$ cat config.mk
export PLATFORM = sky130hd
export DESIGN_NAME = pmt_issue_sched
export DESIGN_NICKNAME = d
export VERILOG_FILES = /design/src/rtl/pmt_pkg.sv /design/src/rtl/pmt_issue_sched_evt_sync.sv /design/src/rtl/pmt_issue_sched.sv
export SDC_FILE = /design/constraint.sdc
export NUM_CORES = 1
export LEC_CHECK = 0
export CAP_MARGIN = 15
export CORE_MARGIN = 2
export CORE_UTILIZATION = 50
export CTS_CLUSTER_DIAMETER = 50
export CTS_CLUSTER_SIZE = 28
export DETAILED_ROUTE_END_ITERATION = 16
export PLACE_DENSITY = 0.74
export SLEW_MARGIN = 0
export SYNTH_ARGS = -nofsm -noshare
export SYNTH_HDL_FRONTEND = slang
export SYNTH_SLANG_ARGS = --single-unit
$ cat constraint.sdc
create_clock -name clk -period 2.8 [get_ports clk]
set_clock_uncertainty 0.05 [all_clocks]
set_input_delay 0.56 -clock clk [delete_from_list [all_inputs] [get_ports clk]]
set_output_delay 0.56 -clock clk [all_outputs]
set_load 0.01 [all_outputs]
$ cat src/rtl/pmt_pkg.sv
// Shared types and helpers for the click-stage permit scheduler.
package pmt_pkg;

    localparam int CNT_W = 3;

    typedef enum logic [1:0] {
        IDLE,
        GRANT,
        WAIT_FIRE,
        DONE
    } state_t;

    // First set requester at or after ptr, wrapping at nreq; returns ptr when none is set.
    function automatic logic [2:0] rr_pick(input logic [7:0] req_vec, input logic [2:0] ptr,
                                           input int nreq);
        logic [2:0] pick;
        logic       found;
        int         c;
        pick  = ptr;
        found = 1'b0;
        for (int k = 0; k < 8; k++) begin
            c = (int'(ptr) + k) % nreq;
            if (!found && (k < nreq) && req_vec[c[2:0]]) begin
                pick  = c[2:0];
                found = 1'b1;
            end
        end
        return pick;
    endfunction

endpackage

$ cat src/rtl/pmt_issue_sched_evt_sync.sv
// Synchroniser plus toggle detector: one registered pulse per transition on async_in.
module pmt_evt_sync
    import pmt_pkg::*;
#(
    parameter int SYNC_STAGES = 2
) (
    input  logic clk,
    input  logic rst,
    input  logic async_in,
    output logic evt
);

    logic [SYNC_STAGES-1:0] sync_q, sync_d;
    logic                   hist_q, hist_d;
    logic                   evt_q, evt_d;

    always_comb begin
        sync_d = {sync_q[SYNC_STAGES-2:0], async_in};
        hist_d = sync_q[SYNC_STAGES-1];
        evt_d  = sync_q[SYNC_STAGES-1] ^ hist_q;
    end

    always_ff @(posedge clk or negedge rst) begin
        if (!rst) begin
            sync_q <= '0;
            hist_q <= 1'b0;
            evt_q  <= 1'b0;
        end else begin
            sync_q <= sync_d;
            hist_q <= hist_d;
            evt_q  <= evt_d;
        end
    end

    assign evt = evt_q;

endmodule

$ cat src/rtl/pmt_issue_sched.sv
// Round-robin issue of tokens into a shared click permit stage, with credit tracking.
// Optional watchdog on WAIT_FIRE enabled by defining PMT_TIMEOUT_EN.
//
// state     | meaning
// IDLE      | waiting for a request, free credit and hold low
// GRANT     | gnt/drive/pmt just issued for the picked requester
// WAIT_FIRE | token in the stage, waiting for the relay fire event
// DONE      | done pulse to the requester, round-robin pointer advanced
module pmt_issue_sched
    import pmt_pkg::*;
#(
    parameter int NREQ        = 4,
    parameter int CREDITS     = 2,
    parameter int SYNC_STAGES = 2,
    parameter int TO_CYCLES   = 255
) (
    input  logic             clk,
    input  logic             rst,
    input  logic [NREQ-1:0]  req,
    output logic [NREQ-1:0]  gnt,
    output logic [NREQ-1:0]  done,
    output logic             drive,
    output logic             pmt,
    input  logic             fire,
    input  logic             free,
    input  logic             hold,
    output logic [CNT_W-1:0] inflight,
    output logic             err
);

    if (NREQ < 2 || NREQ > 8 || CREDITS < 1 || CREDITS > 7 || TO_CYCLES < 1) begin : g_bad_param
        $error("pmt_issue_sched: parameter out of range");
    end

    localparam logic [CNT_W-1:0] CRED     = CNT_W'(CREDITS);
    localparam logic [2:0]       LAST_IDX = 3'(NREQ - 1);

    state_t            state_q, state_d;
    logic [NREQ-1:0]   gnt_q, gnt_d, done_q, done_d;
    logic              drive_q, drive_d, pmt_q, pmt_d;
    logic [CNT_W-1:0]  inflight_q, inflight_d;
    logic [2:0]        rr_ptr_q, rr_ptr_d, idx_q, idx_d, pick;
    logic [7:0]        req_ext;
    logic              fire_evt, free_evt, grant_inc, free_dec, to_clr;

    pmt_evt_sync #(.SYNC_STAGES(SYNC_STAGES)) u_fire_sync (
        .clk(clk), .rst(rst), .async_in(fire), .evt(fire_evt)
    );
    pmt_evt_sync #(.SYNC_STAGES(SYNC_STAGES)) u_free_sync (
        .clk(clk), .rst(rst), .async_in(free), .evt(free_evt)
    );

`ifdef PMT_TIMEOUT_EN
    localparam int               TO_W    = $clog2(TO_CYCLES + 1);
    localparam logic [TO_W-1:0]  TO_LAST = TO_W'(TO_CYCLES - 1);
    logic [TO_W-1:0] to_cnt_q, to_cnt_d;
    logic            err_q, err_d;
`endif

    always_comb begin
        state_d    = state_q;
        gnt_d      = gnt_q;
        done_d     = '0;
        drive_d    = drive_q;
        pmt_d      = pmt_q;
        rr_ptr_d   = rr_ptr_q;
        idx_d      = idx_q;
        grant_inc  = 1'b0;
        to_clr     = 1'b0;
        req_ext    = '0;
        req_ext[NREQ-1:0] = req;
        pick       = rr_pick(req_ext, rr_ptr_q, NREQ);
        free_dec   = free_evt && (inflight_q != '0);
`ifdef PMT_TIMEOUT_EN
        to_cnt_d   = to_cnt_q;
        err_d      = err_q;
`endif
        case (state_q)
            IDLE: begin
                if (hold) pmt_d = 1'b0;
                if (!hold && (|req) && (inflight_q < CRED)) begin
                    idx_d = pick;
                    for (int i = 0; i < NREQ; i++) gnt_d[i] = (pick == i[2:0]);
                    drive_d   = ~drive_q;
                    pmt_d     = 1'b1;
                    grant_inc = 1'b1;
                    state_d   = GRANT;
`ifdef PMT_TIMEOUT_EN
                    to_cnt_d  = '0;
`endif
                end
            end
            GRANT: state_d = WAIT_FIRE;
            WAIT_FIRE: begin
                if (fire_evt) begin
                    done_d   = gnt_q;
                    gnt_d    = '0;
                    rr_ptr_d = (idx_q == LAST_IDX) ? 3'd0 : idx_q + 3'd1;
                    pmt_d    = pmt_q & ~hold;
                    state_d  = DONE;
                end
`ifdef PMT_TIMEOUT_EN
                else if (to_cnt_q == TO_LAST) begin
                    err_d   = 1'b1;
                    pmt_d   = 1'b0;
                    gnt_d   = '0;
                    to_clr  = 1'b1;
                    state_d = IDLE;
                end else begin
                    to_cnt_d = to_cnt_q + 1'b1;
                end
`endif
            end
            DONE:    state_d = IDLE;
            default: state_d = IDLE;
        endcase

        // A grant and a free in the same cycle cancel out.
        inflight_d = inflight_q;
        if (to_clr)                      inflight_d = '0;
        else if (grant_inc && !free_dec) inflight_d = inflight_q + 1'b1;
        else if (!grant_inc && free_dec) inflight_d = inflight_q - 1'b1;
    end

    always_ff @(posedge clk or negedge rst) begin
        if (!rst) begin
            state_q    <= IDLE;
            gnt_q      <= '0;
            done_q     <= '0;
            drive_q    <= 1'b0;
            pmt_q      <= 1'b0;
            inflight_q <= '0;
            rr_ptr_q   <= '0;
            idx_q      <= '0;
`ifdef PMT_TIMEOUT_EN
            to_cnt_q   <= '0;
            err_q      <= 1'b0;
`endif
        end else begin
            state_q    <= state_d;
            gnt_q      <= gnt_d;
            done_q     <= done_d;
            drive_q    <= drive_d;
            pmt_q      <= pmt_d;
            inflight_q <= inflight_d;
            rr_ptr_q   <= rr_ptr_d;
            idx_q      <= idx_d;
`ifdef PMT_TIMEOUT_EN
            to_cnt_q   <= to_cnt_d;
            err_q      <= err_d;
`endif
        end
    end

    assign gnt      = gnt_q;
    assign done     = done_q;
    assign drive    = drive_q;
    assign pmt      = pmt_q;
    assign inflight = inflight_q;
`ifdef PMT_TIMEOUT_EN
    assign err      = err_q;
`else
    assign err      = 1'b0;
`endif

endmodule

==> flow_metrics.tcl <==
set metrics [dict create \
    ys_types 35 \
    die_area_um2 2872 \
    fmax_ghz 0.4074 \
    num-nets-final 146 \
    rsz0062_at_grt "false" \
    fin_crit_ns 2.454 \
    area_growth_syn_to_layout_pct 24.42 \
    worstReg2RegEnd "inflight[2]$_DFFE_PN0P_" \
    max_cap_violations 0 \
    ys_ff_latch 28 \
    final_cells 157 \
    core.rowCount 17 \
    synth_fp_nets 116 \
    vias_per_cell 5.312 \
    drc 0 \
    holdCritStartpoint "u_fire_sync.sync_q[0]$_DFF_PN0_" \
    pwr-share-clk 0.120 \
    p_sw_w 0.0004455 \
    yosysWarnings 0 \
    power_w 0.001271 \
    pwr-share-comb 0.412 \
    yosys.area.top_type "dfrtp_1" \
    dr.pass1.iters 4 \
    critPathLaunchType "input pin" \
    timing.rr.start "inflight[2]$_DFFE_PN0P_" \
    synthMuxAreaShare 0.02747 \
    drtIter0Drc 17 \
    synthXorXnorAreaFrac 0.04273 \
    start_util 0.5404 \
    worst-path-buf-inv 3 \
    ir_worst_vdd_mv 0.5241 \
    slowest_stage "or4_4" \
    worstPathMaxFanout 2 \
    grt_pass1_vias 751 \
    cts_hold_buf 0 \
    slowest_delay_ns 0.56 \
    die-width_um 53.60 \
    pin_count 23 \
    cts_tree "done" \
    finalHoldWorstSlack_ns 0.3150 \
    n_antenna_cell 0 \
    synth_top_family_by_area "compound AO/OA/AOI/OAI gates" \
    p_leak_nw 0.7107 \
    crit_family "simple AND/OR/NAND/NOR gates" \
    synth_compound_area_frac 0.1465 \
    cts_sinks 28 \
    design.core.area_um2 2276 \
    clk_latency_ns 0.30 \
    die_height_um 53.60 \
    h-tree-depth 1 \
    synth_area_per_cell_um2 12.18 \
    clock_tree.root_cell "clkbuf_4" \
    min_to "u_fire_sync.sync_q[1]$_DFF_PN0_" \
    cp_common_cell "inv_1" \
    min_path_type "flip-flop to flip-flop" \
    antenna_found_initial 0 \
    critPathCaptureType "flip-flop" \
    gp_congestion 0.7435 \
    synthTopCellsByArea "dfrtp_1 57%, ha_1 5.1%, a32o_1 3.3%" \
    overflow 0 \
    status "finished, final reports clean" \
    yosysSeqAreaShare 0.5697 \
    postCtsSetupBuffers 0 \
    hold_violations 0 \
    fin_util 0.6723 \
    report.final.slew_viol_count 0 \
    worstSetupPathType "input pin to flip-flop" \
    r2r_cells 9 \
    setup_tns_ns 0 \
    final.period_utilization 0.8766 \
    drtAntennaViolNets 0 \
    clk_pin_slew_ns 0.13 \
    final_common_cell "dfrtp_1" \
    cp.arrival_ns 2.61 \
    p_per_area_nw_per_um2 830.8 \
    final_cell_mix "28 x dfrtp_1, 21 x clkdlybuf4s50_1, 7 x inv_1" \
    numPortBuffers 21 \
    cts_resized 0 \
    grt_pass1_wl_mm 3.312 \
    final_layout_size_suffix_gt1_frac 0.1318 \
    cp_data_required_time_ns 2.96 \
    syn_area_um2 1230 \
    power_frac_seq 0.468 \
    clk_path_buf_depth 2 \
    yosysTopAreaCellShare 0.5697 \
    holdPathStages 0 \
    path_cells "clkdlybuf4s50_1, or4_4, nand3_2, inv_1, ha_1, inv_1, fa_1, mux2_2" \
    synth-simple-area-share 0.1119 \
    synthesis.instances 101 \
    grt_max_degree 29 \
    wl_per_cell_um 13.43 \
    fill_cells 173 \
    numCtsBuffers 3 \
    dp.cells 154 \
    vias 834 \
    wirelength_mm 2.109 \
    switching_share 0.3504 \
    r2r_setup_slack_ns 0.76 \
    hpwl_mm 1.676 \
    intPower_w 0.0008259 \
    grt_usage 0.1649 \
    synthAdderAreaFrac 0.06714 \
    setup_viol 0 \
]
worst max-delay path by stage:
stage,start,endpoint,slack (ns),cells past startpoint
final,req[0],inflight[1]$_DFFE_PN0P_,0.35,8
after global routing,req[1],inflight[1]$_DFFE_PN0P_,0.28,8
after CTS,req[1],inflight[1]$_DFFE_PN0P_,0.34,8
after detailed placement,req[1],inflight[1]$_DFFE_PN0P_,-0.006,8
after global placement,req[0],inflight[1]$_DFFE_PN0P_,0.04,8
after floorplan,req[0],inflight[1]$_DFFE_PN0P_,0.41,7
worst reg2reg max path, cell delays in order (launching register included):
cell	delay, ns
dfrtp_1	0.44
nor3_1	0.29
nand3_2	0.12
inv_1	0.07
ha_1	0.17
inv_1	0.06
fa_1	0.38
xor2_1	0.17
nor2_1	0.11
xor2_1	0.14
Yosys cell counts (all sizes together):
master	number
o221ai	1
fa	1
a32o	4
o221a	1
nor3b	1
a21oi	6
a31oi	1
a22oi	1
conb	1
and3	4
nor3	1
o31ai	2
xor2	4
o22a	2
nand2	7
and2	1
or2b	1
o211ai	1
or4	1
dfrtp	28
o21ai	3
o22ai	1
ha	5
nor2	4
a21bo	1
nand3	1
buf	2
xnor2	2
mux2	3
inv	7
nor2b	3
cell type report:
type | instances | area (um^2) | area share
inverters | 7 | 26.28 | 0.01717
multi-input cells | 64 | 490.5 | 0.3205
flip-flops and latches | 28 | 700.7 | 0.4579
well taps | 28 | 35.03 | 0.02289
repair buffers | 27 | 255.2 | 0.1668
clock buffers | 3 | 22.52 | 0.01472
per-layer routing:
| layer | up-vias | track usage | share of wire |
|---|---|---|---|
| li1 | 410 | - | - |
| met1 | 409 | 0.2278 | 0.45 |
| met2 | 13 | 0.2675 | 0.50 |
| met3 | 2 | 0.02778 | 0.035 |
| met4 | 0 | 0.05128 | 0.010 |
| met5 | - | 0 | 0 |
sequential cells by signal, summed over array words and instances (netlist names):
| register | flops |
|---|---|
| rr_ptr_q | 2 |
| u_fire_sync.evt | 1 |
| u_fire_sync.sync_q | 2 |
| u_free_sync.evt | 1 |
| gnt | 4 |
| done | 4 |
| inflight | 3 |
| idx_q | 3 |
| u_free_sync.hist_q | 1 |
| drive | 1 |
| pmt | 1 |
| u_free_sync.sync_q | 2 |
| u_fire_sync.hist_q | 1 |
| state_q | 2 |
stage by stage:
stage | setup WS [ns] | instance area, um^2
2_1_floorplan | 0.4124 | 1230
3_3_place_gp | 0.03514 | 1508
3_5_place_dp | -0.005995 | 1508
4_1_cts | 0.3407 | 1530
5_1_grt | 0.2824 | 1530
6_report | 0.3456 | 1530
cell families after synthesis:
kind of cell               count (synthesis)
DFF                                       28
AOI/OAI and AO/OA                         24
and+or+nand+nor                           24
buffers and inverters                      9
adders and majority gates                  6
xor gates and xnor gates                   6
muxes                                      3
other                                      1
power groups by stage:
stage	Clock, W	Combinational (W)	Sequential (W)
floorplan	0	0.000326	0.000607
global placement	0	0.000508	0.000597
detailed placement	0	0.000531	0.000605
CTS	0.000160	0.000532	0.000596
global route	0.000174	0.000587	0.000609
finish	0.000153	0.000523	0.000595
Note: power is estimated with default switching activity, not from simulation.
